$ cat src/rtl/mul_cu_pkg.sv
// Shared types for the multiplier control unit: FSM states and the datapath strobe bundle.
package mul_cu_pkg;

  typedef enum logic [2:0] {
    IDLE  = 3'd0,
    CLEAR = 3'd1,
    LOAD  = 3'd2,
    ITER  = 3'd3,
    FINAL = 3'd4,
    RESP  = 3'd5
  } state_t;

  typedef struct packed {
    logic csa_clear;
    logic multiplicand_en;
    logic notMultiplicand_en;
    logic sumMux_sel;
    logic sum_en;
    logic carry_en;
    logic leftAddMux_sel;
    logic count_en;
    logic prod_en;
  } dp_ctrl_t;

  localparam dp_ctrl_t DP_CTRL_IDLE = '0;

endpackage

$ cat src/rtl/mul_unit_cu.sv
// Multiplier control unit: request handshake, operand capture, datapath strobe
// sequencing with an ITER watchdog, and the downstream response handshake.
module mul_unit_cu
  import mul_cu_pkg::*;
#(
  parameter int PARALLELISM = 32,
  parameter int ITER_MAX    = 40
) (
  input  logic                   clk,
  input  logic                   rst_n,
  input  logic                   req_valid,
  output logic                   req_ready,
  input  logic                   req_usigned,
  input  logic [PARALLELISM-1:0] req_multiplier,
  input  logic [PARALLELISM-1:0] req_multiplicand,
  input  logic                   flush,
  output logic                   resp_valid,
  input  logic                   resp_ready,
  output logic                   resp_err,
  output logic                   dp_usigned,
  output logic [PARALLELISM-1:0] dp_multiplier,
  output logic [PARALLELISM-1:0] dp_multiplicand,
  output logic                   dp_csa_clear,
  output logic                   dp_multiplicand_en,
  output logic                   dp_notMultiplicand_en,
  output logic                   dp_sumMux_sel,
  output logic                   dp_sum_en,
  output logic                   dp_carry_en,
  output logic                   dp_leftAddMux_sel,
  output logic                   dp_count_en,
  output logic                   dp_prod_en,
  input  logic                   dp_tc
);

  localparam int WDW = $clog2(ITER_MAX + 1);

  state_t                 state_q, state_d;
  logic                   err_q, err_d;
  logic [WDW-1:0]         wd_q, wd_d;
  logic                   us_q;
  logic [PARALLELISM-1:0] a_q, b_q;
  dp_ctrl_t               ctrl;
  logic                   accept;

  // Flush blocks acceptance so an aborted cycle never captures a new request.
  assign req_ready = !flush && ((state_q == IDLE) || ((state_q == RESP) && resp_ready));
  assign accept    = req_valid && req_ready;

  always_comb begin
    state_d = state_q;
    err_d   = err_q;
    wd_d    = wd_q;
    ctrl    = DP_CTRL_IDLE;
    case (state_q)
      IDLE: if (accept) begin
        state_d = CLEAR;
        err_d   = 1'b0;
      end
      CLEAR: begin
        ctrl.csa_clear = 1'b1;
        state_d        = LOAD;
      end
      LOAD: begin
        ctrl.multiplicand_en    = 1'b1;
        ctrl.notMultiplicand_en = 1'b1;
        ctrl.sum_en             = 1'b1;
        wd_d                    = '0;
        state_d                 = ITER;
      end
      ITER: begin
        ctrl.sumMux_sel     = 1'b1;
        ctrl.sum_en         = 1'b1;
        ctrl.carry_en       = 1'b1;
        ctrl.leftAddMux_sel = 1'b1;
        ctrl.count_en       = 1'b1;
        wd_d                = wd_q + 1'b1;
        // Terminal count wins over a watchdog expiry landing in the same cycle.
        if (dp_tc) begin
          state_d = FINAL;
        end else if (wd_q == WDW'(ITER_MAX - 1)) begin
          state_d = FINAL;
          err_d   = 1'b1;
        end
      end
      FINAL: begin
        ctrl.leftAddMux_sel = 1'b1;
        ctrl.prod_en        = 1'b1;
        state_d             = RESP;
      end
      RESP: if (resp_ready) begin
        if (accept) begin
          state_d = CLEAR;
          err_d   = 1'b0;
        end else begin
          state_d = IDLE;
        end
      end
      default: state_d = IDLE;
    endcase
    if (flush) begin
      state_d        = IDLE;
      err_d          = 1'b0;
      ctrl           = DP_CTRL_IDLE;
      ctrl.csa_clear = 1'b1;
    end
  end

  always_ff @(posedge clk or negedge rst_n) begin
    if (!rst_n) begin
      state_q <= IDLE;
      err_q   <= 1'b0;
      wd_q    <= '0;
      us_q    <= 1'b0;
      a_q     <= '0;
      b_q     <= '0;
    end else begin
      state_q <= state_d;
      err_q   <= err_d;
      wd_q    <= wd_d;
      if (accept) begin
        us_q <= req_usigned;
        a_q  <= req_multiplier;
        b_q  <= req_multiplicand;
      end
    end
  end

  assign resp_valid            = (state_q == RESP);
  assign resp_err              = resp_valid && err_q;
  assign dp_usigned            = us_q;
  assign dp_multiplier         = a_q;
  assign dp_multiplicand       = b_q;
  assign dp_csa_clear          = ctrl.csa_clear;
  assign dp_multiplicand_en    = ctrl.multiplicand_en;
  assign dp_notMultiplicand_en = ctrl.notMultiplicand_en;
  assign dp_sumMux_sel         = ctrl.sumMux_sel;
  assign dp_sum_en             = ctrl.sum_en;
  assign dp_carry_en           = ctrl.carry_en;
  assign dp_leftAddMux_sel     = ctrl.leftAddMux_sel;
  assign dp_count_en           = ctrl.count_en;
  assign dp_prod_en            = ctrl.prod_en;

endmodule

$ cat config.mk
export PLATFORM = sky130hd
export DESIGN_NAME = mul_unit_cu
export DESIGN_NICKNAME = d
export VERILOG_FILES = /design/src/rtl/mul_cu_pkg.sv /design/src/rtl/mul_unit_cu.sv
export SDC_FILE = /design/constraint.sdc
export NUM_CORES = 1
export LEC_CHECK = 0
export BUFFER_PORTS_ARGS = -buffer_cell sky130_fd_sc_hd__buf_2
export CORE_MARGIN = 2
export CORE_UTILIZATION = 45
export CTS_BUF_LIST = sky130_fd_sc_hd__clkbuf_2
export CTS_CLUSTER_SIZE = 16
export DETAILED_ROUTE_END_ITERATION = 8
export PLACE_DENSITY = 0.79
export SLEW_MARGIN = 20
export SYNTH_ARGS = -nofsm -noshare
export SYNTH_HDL_FRONTEND = slang
export SYNTH_SLANG_ARGS = --single-unit
$ cat constraint.sdc
create_clock -name clk -period 1.6 [get_ports clk]
set_input_delay 0.32 -clock clk [delete_from_list [all_inputs] [get_ports clk]]
set_output_delay 0.32 -clock clk [all_outputs]
set_load 0.005 [all_outputs]
==> results.md, run 1 <==
* Peak VDD IR at 0.000560 V
* Most frequent cell after synthesis: dfrtp_1
* Setup-failing EPs final at 77
* Via Count at 2769
* Final Util at 0.743
* Startpoint Class: flip-flop
* Final HPWL DP at 5420 um
* Area post-placement at 4300 um^2
* Worst hold margin at 0.0414 ns
* Syn nets at 289
* Post-Syn Area at 3330 um^2
* WL/cell at 17.3 um
* Unrepaired setup endpoints after global routing: true
* Cts bufs inserted at 9
* Largest net degree at the start of global routing at 76
* Initial Utilization at 0.462
* Gr usage total at 0.212
* PnR worst setup slack at -0.351 ns
* Clk_skew at 0.0422 ns
* DRT iter0 DRCs at 78
* Max Clock Freq at 0.513 GHz
* Final WL at 9630 um
* Reg2Reg Depth at 6
* Final period utilization at 1.22
* First-pass GRT wire length at 13600 um
* Worst-Skew Late Latency at 0.51 ns
* Placement Setup Slack at -0.0582 ns
* Unique masters post-synth at 41
* CTS tree: built
* Synth Area per Inst at 15.4 um^2
* Synth top area share at 0.563
* Synth Register Bits at 75
* Worst hold path type: primary input to flip-flop
* Hold depth at 2
* Total gr overflow at 0
* Worst path max stage delay at 0.46 ns
* Register area share after synthesis at 0.563
* Worst flop-to-flop path startpoint: state_q[0]$_DFFE_PN0P_
* Delay-heaviest family, CP: flip-flops
* RePlAce Congestion at 0.821
* Max-slew headroom at 0.720
* CTS Sinks at 75
* Worst-path fanout max at 6
* Clk slew on worst S/H paths at 0.21 ns
* Core Footprint at 7210 um^2
* Area leader, netlist: dfrtp_1
* Synth top cells by count: dfrtp_1, mux2_4, mux2_1
* Slowest cell on crit path: dfrtp_1
* Hold_sp: req_multiplicand[30]
* Post-route cell area at 5360 um^2
* Layout cells sized above 1 at 0.626
* Horiz. Die Dim at 90.1 um
* Min-Delay Endpoint: dp_multiplicand[30]$_DFFE_PN0P_
* CTS root buffer: clkbuf_2
* H-tree lvl count at 3
* FFs w/ async S/R, synth at 1.00
* Area added between synthesis and finish at 60.8%
* RR Endpoint: dp_multiplier[24]$_DFFE_PN0P_
* Average vias per placed instance at 4.98
* Clock buffer depth at 2
* P_leak at 2.85 nW
* Crit path required time at 1.28 ns
* Die area at 8110 um^2
* Synthesized instance count at 217
* Tot Pwr at 5.59 mW
* # nets final at 524
* Multi-input logic area at 1450 um^2
* Worst-Margin Slew at 0.414 ns
* Initial antenna violation count at 0
* Fillcell total at 468
* Die Ht at 90.1 um
* Arr. time, crit path at 1.63 ns
* Max cap viols at 0
* Tmin final at 1.95 ns
* Ys Warns at 0
* Register area at 1880 um^2
* # IOs at 148
* Critical Path End Type: output port
* Diode count at 0
* FF-to-FF setup slack at -0.17 ns
* Crit path kind: flip-flop to output port
* Failing checks: negative setup slack
* CP Cell Sequence: buf_6 -> nand3b_1 -> a21oi_1 -> buf_2
* Routed Antenna Nets at 0
* Ys flop type: dfrtp_1
* I/O Buffers at 147
* Row cnt at 31
* Number of flops mapped to enable cells by yosys at 0
* Final Hold Vio Count at 0
* Area contributors post-synth: dfrtp_1, mux2_4, mux2_1
* Run status: complete, but fails checks
* Pins Over Slew Limit at 0
* Pwr/cell area at 1040 nW/um^2
* CP bufs+invs at 2
* Residual DRC at 0
* DRT Pass-1 Iters at 4
* Vias in the first global route at 2661
[per-stage QoR]
stage	cells	TNS [ns]
2_1_floorplan	217	0
3_3_place_gp	466	-0.653
3_5_place_dp	466	-1.42
4_1_cts	521	-4.18
5_1_grt	556	-17.85
6_report	556	-12.13
[how the worst max path moves through the flow]
stage / from / to / slack (ns) / cells after the start
global route: state_q[2]$_DFFE_PN0P_ / dp_leftAddMux_sel / -0.44 / 4
global placement: resp_ready / dp_multiplier[22]$_DFFE_PN0P_ / -0.02 / 6
finish: state_q[2]$_DFFE_PN0P_ / dp_leftAddMux_sel / -0.35 / 4
CTS: state_q[2]$_DFFE_PN0P_ / dp_carry_en / -0.37 / 4
floorplan: state_q[0]$_DFFE_PN0P_ / dp_notMultiplicand_en / 0.10 / 4
detailed placement: resp_ready / dp_multiplier[14]$_DFFE_PN0P_ / -0.06 / 6
[routing by layer]
layer  vias up  routed length (um)  share of wire  track usage
met1      1385                3990           0.41        0.258
met4         0                 138          0.014       0.0756
met3        14                 489          0.051       0.0562
met5         -                   0              0            0
met2       124                5010           0.52        0.363
li1       1246                   -              -            -
[layout make-up]
| type | count | share of cell area |
|---|---|---|
| Clock inverter | 7 | 0.00934 |
| Clock buffer | 9 | 0.00840 |
| Tap cell | 99 | 0.0231 |
| Timing Repair Buffer | 240 | 0.338 |
| Inverter | 1 | 0.000700 |
| Multi-Input combinational cell | 125 | 0.270 |
| Sequential cell | 75 | 0.350 |
[cells by family (layout without fill, tap and decap cells)]
family,after synthesis,in the layout,synth area share
flops,75,75,0.563
buf+inv,17,257,0.0368
compound gates,22,22,0.0533
fa+ha+maj,1,1,0.00375
mux,68,68,0.286
simple gates,34,34,0.0574
[timing repair]
action / 4_1_cts / 5_1_grt
pin swaps: 1 / 7
gates resized for setup: 6 / 46
endpoints found under the hold margin: 104 / 19
hold buffers: 30 / 19
gates cloned: 0 / 5
buffers inserted: 9 / 11
setup endpoints to repair: 33 / 74
[where the power goes]
group | switching (mW) | total (mW) | internal [mW]
Clock | 0.709 | 0.924 | 0.215
Sequential | 0.309 | 2.68 | 2.37
Combinational | 0.685 | 1.98 | 1.30
[sequential cells by signal, summed over array words and instances, names as in the netlist]
register,flops
dp_multiplicand,32
dp_multiplier,32
dp_usigned,1
err_q,1
state_q,3
wd_q,6
[cells in the final DEF, fill, tap and decap left out, types with 3 or more instances in the layout]
cell           instances
clkbuf_2               9
buf_6                 12
dfrtp_1               74
dlygate4sd3_1         49
clkinv_2               3
nand2_1                9
buf_4                 16
a22o_1                 3
clkbuf_16              5
buf_12                 6
buf_8                  6
mux2_4                64
buf_2                146
nor2_1                 4
Note: power is estimated with default switching activity, not from simulation.
==> run 2, diff against run 1 <==
ABC_CLOCK_PERIOD_IN_PS = 1600   (was not set)
CTS_BUF_LIST = sky130_fd_sc_hd__clkbuf_16   (was sky130_fd_sc_hd__clkbuf_2)
GPL_ROUTABILITY_DRIVEN = 0   (was not set)
==> run 2 against run 1 <==
- the run still ends with negative setup slack left
- design area down 6.4%
- critical path type unchanged
- power rose by 14%
- via count is 9.8% lower
- clock power is 99% higher
- setup slack improved by 0.22 ns
==> results.md, run 2 (synthesis gave the netlist of run 1 again) <==
* Run status: complete, but fails checks
* Failing checks: negative setup slack
* # nets final at 472
* RR Endpoint: dp_multiplier[24]$_DFFE_PN0P_
* Worst path max stage delay at 0.40 ns
* CP bufs+invs at 2
* Largest net degree at the start of global routing at 76
* WL/cell at 16.4 um
* Post-route cell area at 5020 um^2
* Routed Antenna Nets at 0
* Diode count at 0
* Row cnt at 31
* Worst-Margin Slew at 0.399 ns
* Crit path required time at 1.28 ns
* Commonest non-fill, non-tap cell in the layout: buf_2
* Clk_skew at 0.00910 ns
* Max cap viols at 0
* FF-to-FF setup slack at -0.06 ns
* Final Hold Vio Count at 0
* Worst-Skew Late Latency at 0.32 ns
* PnR worst setup slack at -0.127 ns
* Total gr overflow at 0
* Core Footprint at 7210 um^2
* Critical Path End Type: output port
* Peak VDD IR at 0.000651 V
* Tot Pwr at 6.37 mW
* Unrepaired setup endpoints after global routing: true
* Area post-placement at 4300 um^2
* Worst-path fanout max at 6
* I/O Buffers at 147
* Max Clock Freq at 0.579 GHz
* Setup-failing EPs final at 64
* Die area at 8110 um^2
* First-pass GRT wire length at 12600 um
* Gr usage total at 0.194
* Horiz. Die Dim at 90.1 um
* Clock buffer depth at 2
* H-tree lvl count at 3
* Average vias per placed instance at 4.95
* Area added between synthesis and finish at 50.6%
* CTS root buffer: clkbuf_16
* Final Util at 0.696
* Die Ht at 90.1 um
* Fillcell total at 518
* Arr. time, crit path at 1.41 ns
* Final HPWL DP at 5420 um
* P_leak at 2.72 nW
* Vias in the first global route at 2427
* CTS tree: built
* Final WL at 8280 um
* TNS Setup at -2.50 ns
* Layout cells sized above 1 at 0.699
* Worst hold path type: primary input to async pin
* Tmin final at 1.73 ns
* Initial Utilization at 0.462
* DRT iter0 DRCs at 50
* Cts hold-fix bufs at 0
* DRT Pass-1 Iters at 4
* CTS Sinks at 75
* Delay-heaviest family, CP: flip-flops
* Cts bufs inserted at 9
* Max-slew headroom at 0.734
* Initial antenna violation count at 0
* CP Launch Point: state_q[2]$_DFFE_PN0P_
* Crit path kind: flip-flop to output port
* Worst flop-to-flop path startpoint: state_q[0]$_DFFE_PN0P_
* Slowest cell on crit path: dfrtp_1
* Residual DRC at 0
* Clk slew on worst S/H paths at 0.06 ns
* Via Count at 2497
* Most frequent cells in the layout: buf_2, dfrtp_1, mux2_4, clkbuf_16, buf_4
* Startpoint Class: flip-flop
* CP Cell Sequence: buf_6 -> nand3b_1 -> nor2_2 -> buf_2
* Final period utilization at 1.08
* Pins Over Slew Limit at 0
* # IOs at 148
* Reg2Reg Depth at 5
* Pwr/cell area at 1270 nW/um^2
run 2: cell count changes in the layout (fill, tap and decap cells not counted), sizes merged:
cell	delta
dlygate4sd3	-49
buf	-3
run 2: worst reg2reg max path, cell delays in order (launching register included):
cell,delay (ns)
dfrtp_2,0.44
and3_4,0.21
o211ai_4,0.25
buf_12,0.20
clkbuf_16,0.16
mux2_4,0.30
run 2: worst max path at each step:
| stage | endpoint | cells past startpoint |
|---|---|---|
| finish | dp_carry_en | 4 |
| global route | dp_sumMux_sel | 4 |
| CTS | dp_carry_en | 4 |
| detailed placement | dp_multiplier[14]$_DFFE_PN0P_ | 6 |
| global placement | dp_multiplier[22]$_DFFE_PN0P_ | 6 |
| floorplan | dp_notMultiplicand_en | 4 |
run 2: report_power, final:
group          internal (mW)  switching (mW)
clock network           1.06           0.784
logic                   1.22           0.634
registers               2.38           0.288
run 2: cell type report:
type                            count  area (um^2)  share of cell area
Clock buffer                        9          225              0.0449
Tap cell                           99          124              0.0247
Sequential cell                    75         1880               0.374
Timing Repair Buffer              188         1300               0.259
Clock inverter                      7         50.0             0.00997
Inverter                            1         3.75            0.000748
Multi-Input combinational cell    125         1440               0.287
run 2: stage by stage:
step / instances / hold slack (ns) / setup slack, ns
6_report: 504 / 0.0212 / -0.127
5_1_grt: 504 / 0.0546 / -0.180
4_1_cts: 489 / 0.0439 / -0.127
3_5_place_dp: 466 / 0.387 / -0.0582
3_3_place_gp: 466 / 0.381 / -0.0248
2_1_floorplan: 217 / 0.0244 / 0.101
run 2: timing repair:
action,4_1_cts,5_1_grt
setup buffers,7,9
resized for setup,6,42
cloned,0,6
pin swaps,1,5
endpoints found under the setup margin,23,74
run 2: layer usage:
layer,up-vias,routed length (um),track usage
met2,106,4270,0.324
met4,0,63,0.0615
met5,-,0,0
li1,1149,-,-
met1,1233,3440,0.252
met3,9,500,0.0453
==> run 3, diff against run 2 <==
CORE_MARGIN = 4   (was 2)
==> run 3 against run 2 <==
- the run still ends with negative setup slack left
- hold slack worse by 0.019 ns
- clock-buffer cell count unchanged
- largest power group unchanged
- die area up 9.1%
- final cell count down 4.4%
- highest routed layer unchanged
- power up 2.5%
- flip-flop and latch count unchanged
- register-to-register slack worse by 0.08 ns
- combinational power down 12%
==> results.md, run 3 (synthesis gave the netlist of run 1 again) <==
* Delay-heaviest family, CP: simple AND/OR/NAND/NOR gates
* Worst-path fanout max at 6
* Total gr overflow at 0
* Tmin final at 1.74 ns
* Via Count at 2395
* Final WL at 7800 um
* Max-slew headroom at 0.742
* Final period utilization at 1.09
* CP bufs+invs at 2
* Startpoint Class: flip-flop
* Core Footprint at 7210 um^2
* Diode count at 0
* Commonest non-fill, non-tap cell in the layout: buf_2
* Layout cells sized above 1 at 0.642
* DRT iter0 DRCs at 40
* Area post-placement at 4210 um^2
* Pins Over Slew Limit at 0
* Fillcell total at 574
* Residual DRC at 0
* Crit path kind: flip-flop to output port
* CTS Sinks at 75
* Peak VDD IR at 0.000647 V
* CTS tree: built
* Initial Utilization at 0.462
* Unrepaired setup endpoints after global routing: true
* CTS root buffer: clkbuf_16
* Die Ht at 94.1 um
* Run status: complete, but fails checks
* RR Endpoint: dp_multiplier[28]$_DFFE_PN0P_
* Row cnt at 31
* Largest net degree at the start of global routing at 76
* First-pass GRT wire length at 12100 um
* FF-to-FF setup slack at -0.14 ns
* Final HPWL DP at 5340 um
* TNS Setup at -3.18 ns
* H-tree lvl count at 3
* Failing checks: negative setup slack
* Clk slew on worst S/H paths at 0.06 ns
* Worst-Skew Late Latency at 0.32 ns
* Max cap viols at 0
* Critical Path End Type: output port
* Cts bufs inserted at 9
* CP Cell Sequence: buf_6 -> nand3b_1 -> nor2_2 -> buf_2
* Final Util at 0.658
* Reg2Reg Depth at 5
* Clock buffer depth at 2
* Worst hold path type: primary input to async pin
* Routed Antenna Nets at 0
* DRT Pass-1 Iters at 4
* I/O Buffers at 147
* P_leak at 2.52 nW
* Max Clock Freq at 0.573 GHz
* Worst-Margin Slew at 0.387 ns
* Final Hold Vio Count at 0
* Slowest cell on crit path: dfrtp_1
* Cts hold-fix bufs at 0
* Setup-failing EPs final at 70
* PnR worst setup slack at -0.144 ns
* Most frequent cells in the layout: buf_2, dfrtp_1, mux2_4, mux2_1
* Area added between synthesis and finish at 42.5%
* # IOs at 148
* Placed insts at 459
* Gr usage total at 0.177
* Clk_skew at 0.00629 ns
* Final Non-Filler Cells at 482
* Tot Pwr at 6.52 mW
* Worst path max stage delay at 0.41 ns
* Pwr/cell area at 1370 nW/um^2
* Average vias per placed instance at 4.97
* CP Launch Point: state_q[2]$_DFFE_PN0P_
* Post-route cell area at 4750 um^2
* Initial antenna violation count at 0
* Die area at 8850 um^2
* Multi-input logic area at 1380 um^2
* Vias in the first global route at 2548
* Arr. time, crit path at 1.42 ns
* WL/cell at 16.2 um
* Crit path required time at 1.28 ns
* Worst flop-to-flop path startpoint: state_q[0]$_DFFE_PN0P_
* Register area at 1880 um^2
* Horiz. Die Dim at 94.1 um
* # nets final at 451
==> run 3: worst max path at each step <==
stage	end	slack (ns)	cells after the start
after floorplan	dp_notMultiplicand_en	0.10	4
after global placement	dp_multiplier[0]$_DFFE_PN0P_	-0.02	5
after detailed placement	dp_multiplier[6]$_DFFE_PN0P_	-0.06	5
after CTS	dp_count_en	-0.13	4
after global routing	dp_sumMux_sel	-0.20	4
final	dp_count_en	-0.14	4
==> run 3: metrics by stage <==
stage,setup slack [ns],hold slack [ns]
finish,-0.144,0.00201
global route,-0.202,0.0454
CTS,-0.127,0.0250
detailed placement,-0.0625,0.369
global placement,-0.0194,0.363
floorplan,0.101,0.0244
==> run 3: area by class of cell <==
cell class                 instances  share of cell area
clock buffer                       9              0.0474
clock inverter                     6              0.0224
inverter                           1            0.000791
multi-input combinational        125               0.290
sequential                        75               0.395
tap                               99              0.0261
timing repair buffer             167               0.218
==> run 3: timing repair <==
action | in CTS | in global routing
pin swaps | 5 | 6
cloned | 2 | 1
setup endpoints to repair | 26 | 76
hold endpoints to repair | 0 | 0
resized for setup | 9 | 9
setup buffers | 5 | 1
==> run 3: power breakdown <==
part | total [mW] | switching, mW | internal, mW
clock network | 2.22 | 0.713 | 1.50
logic | 1.64 | 0.585 | 1.06
registers | 2.66 | 0.281 | 2.38
==> run 3: per-layer routing <==
metal,track usage,part of all wire,up-vias
met3,0.0369,0.065,22
met5,0,0,-
li1,-,-,1101
met2,0.312,0.53,100
met1,0.210,0.38,1172
met4,0.0674,0.026,0
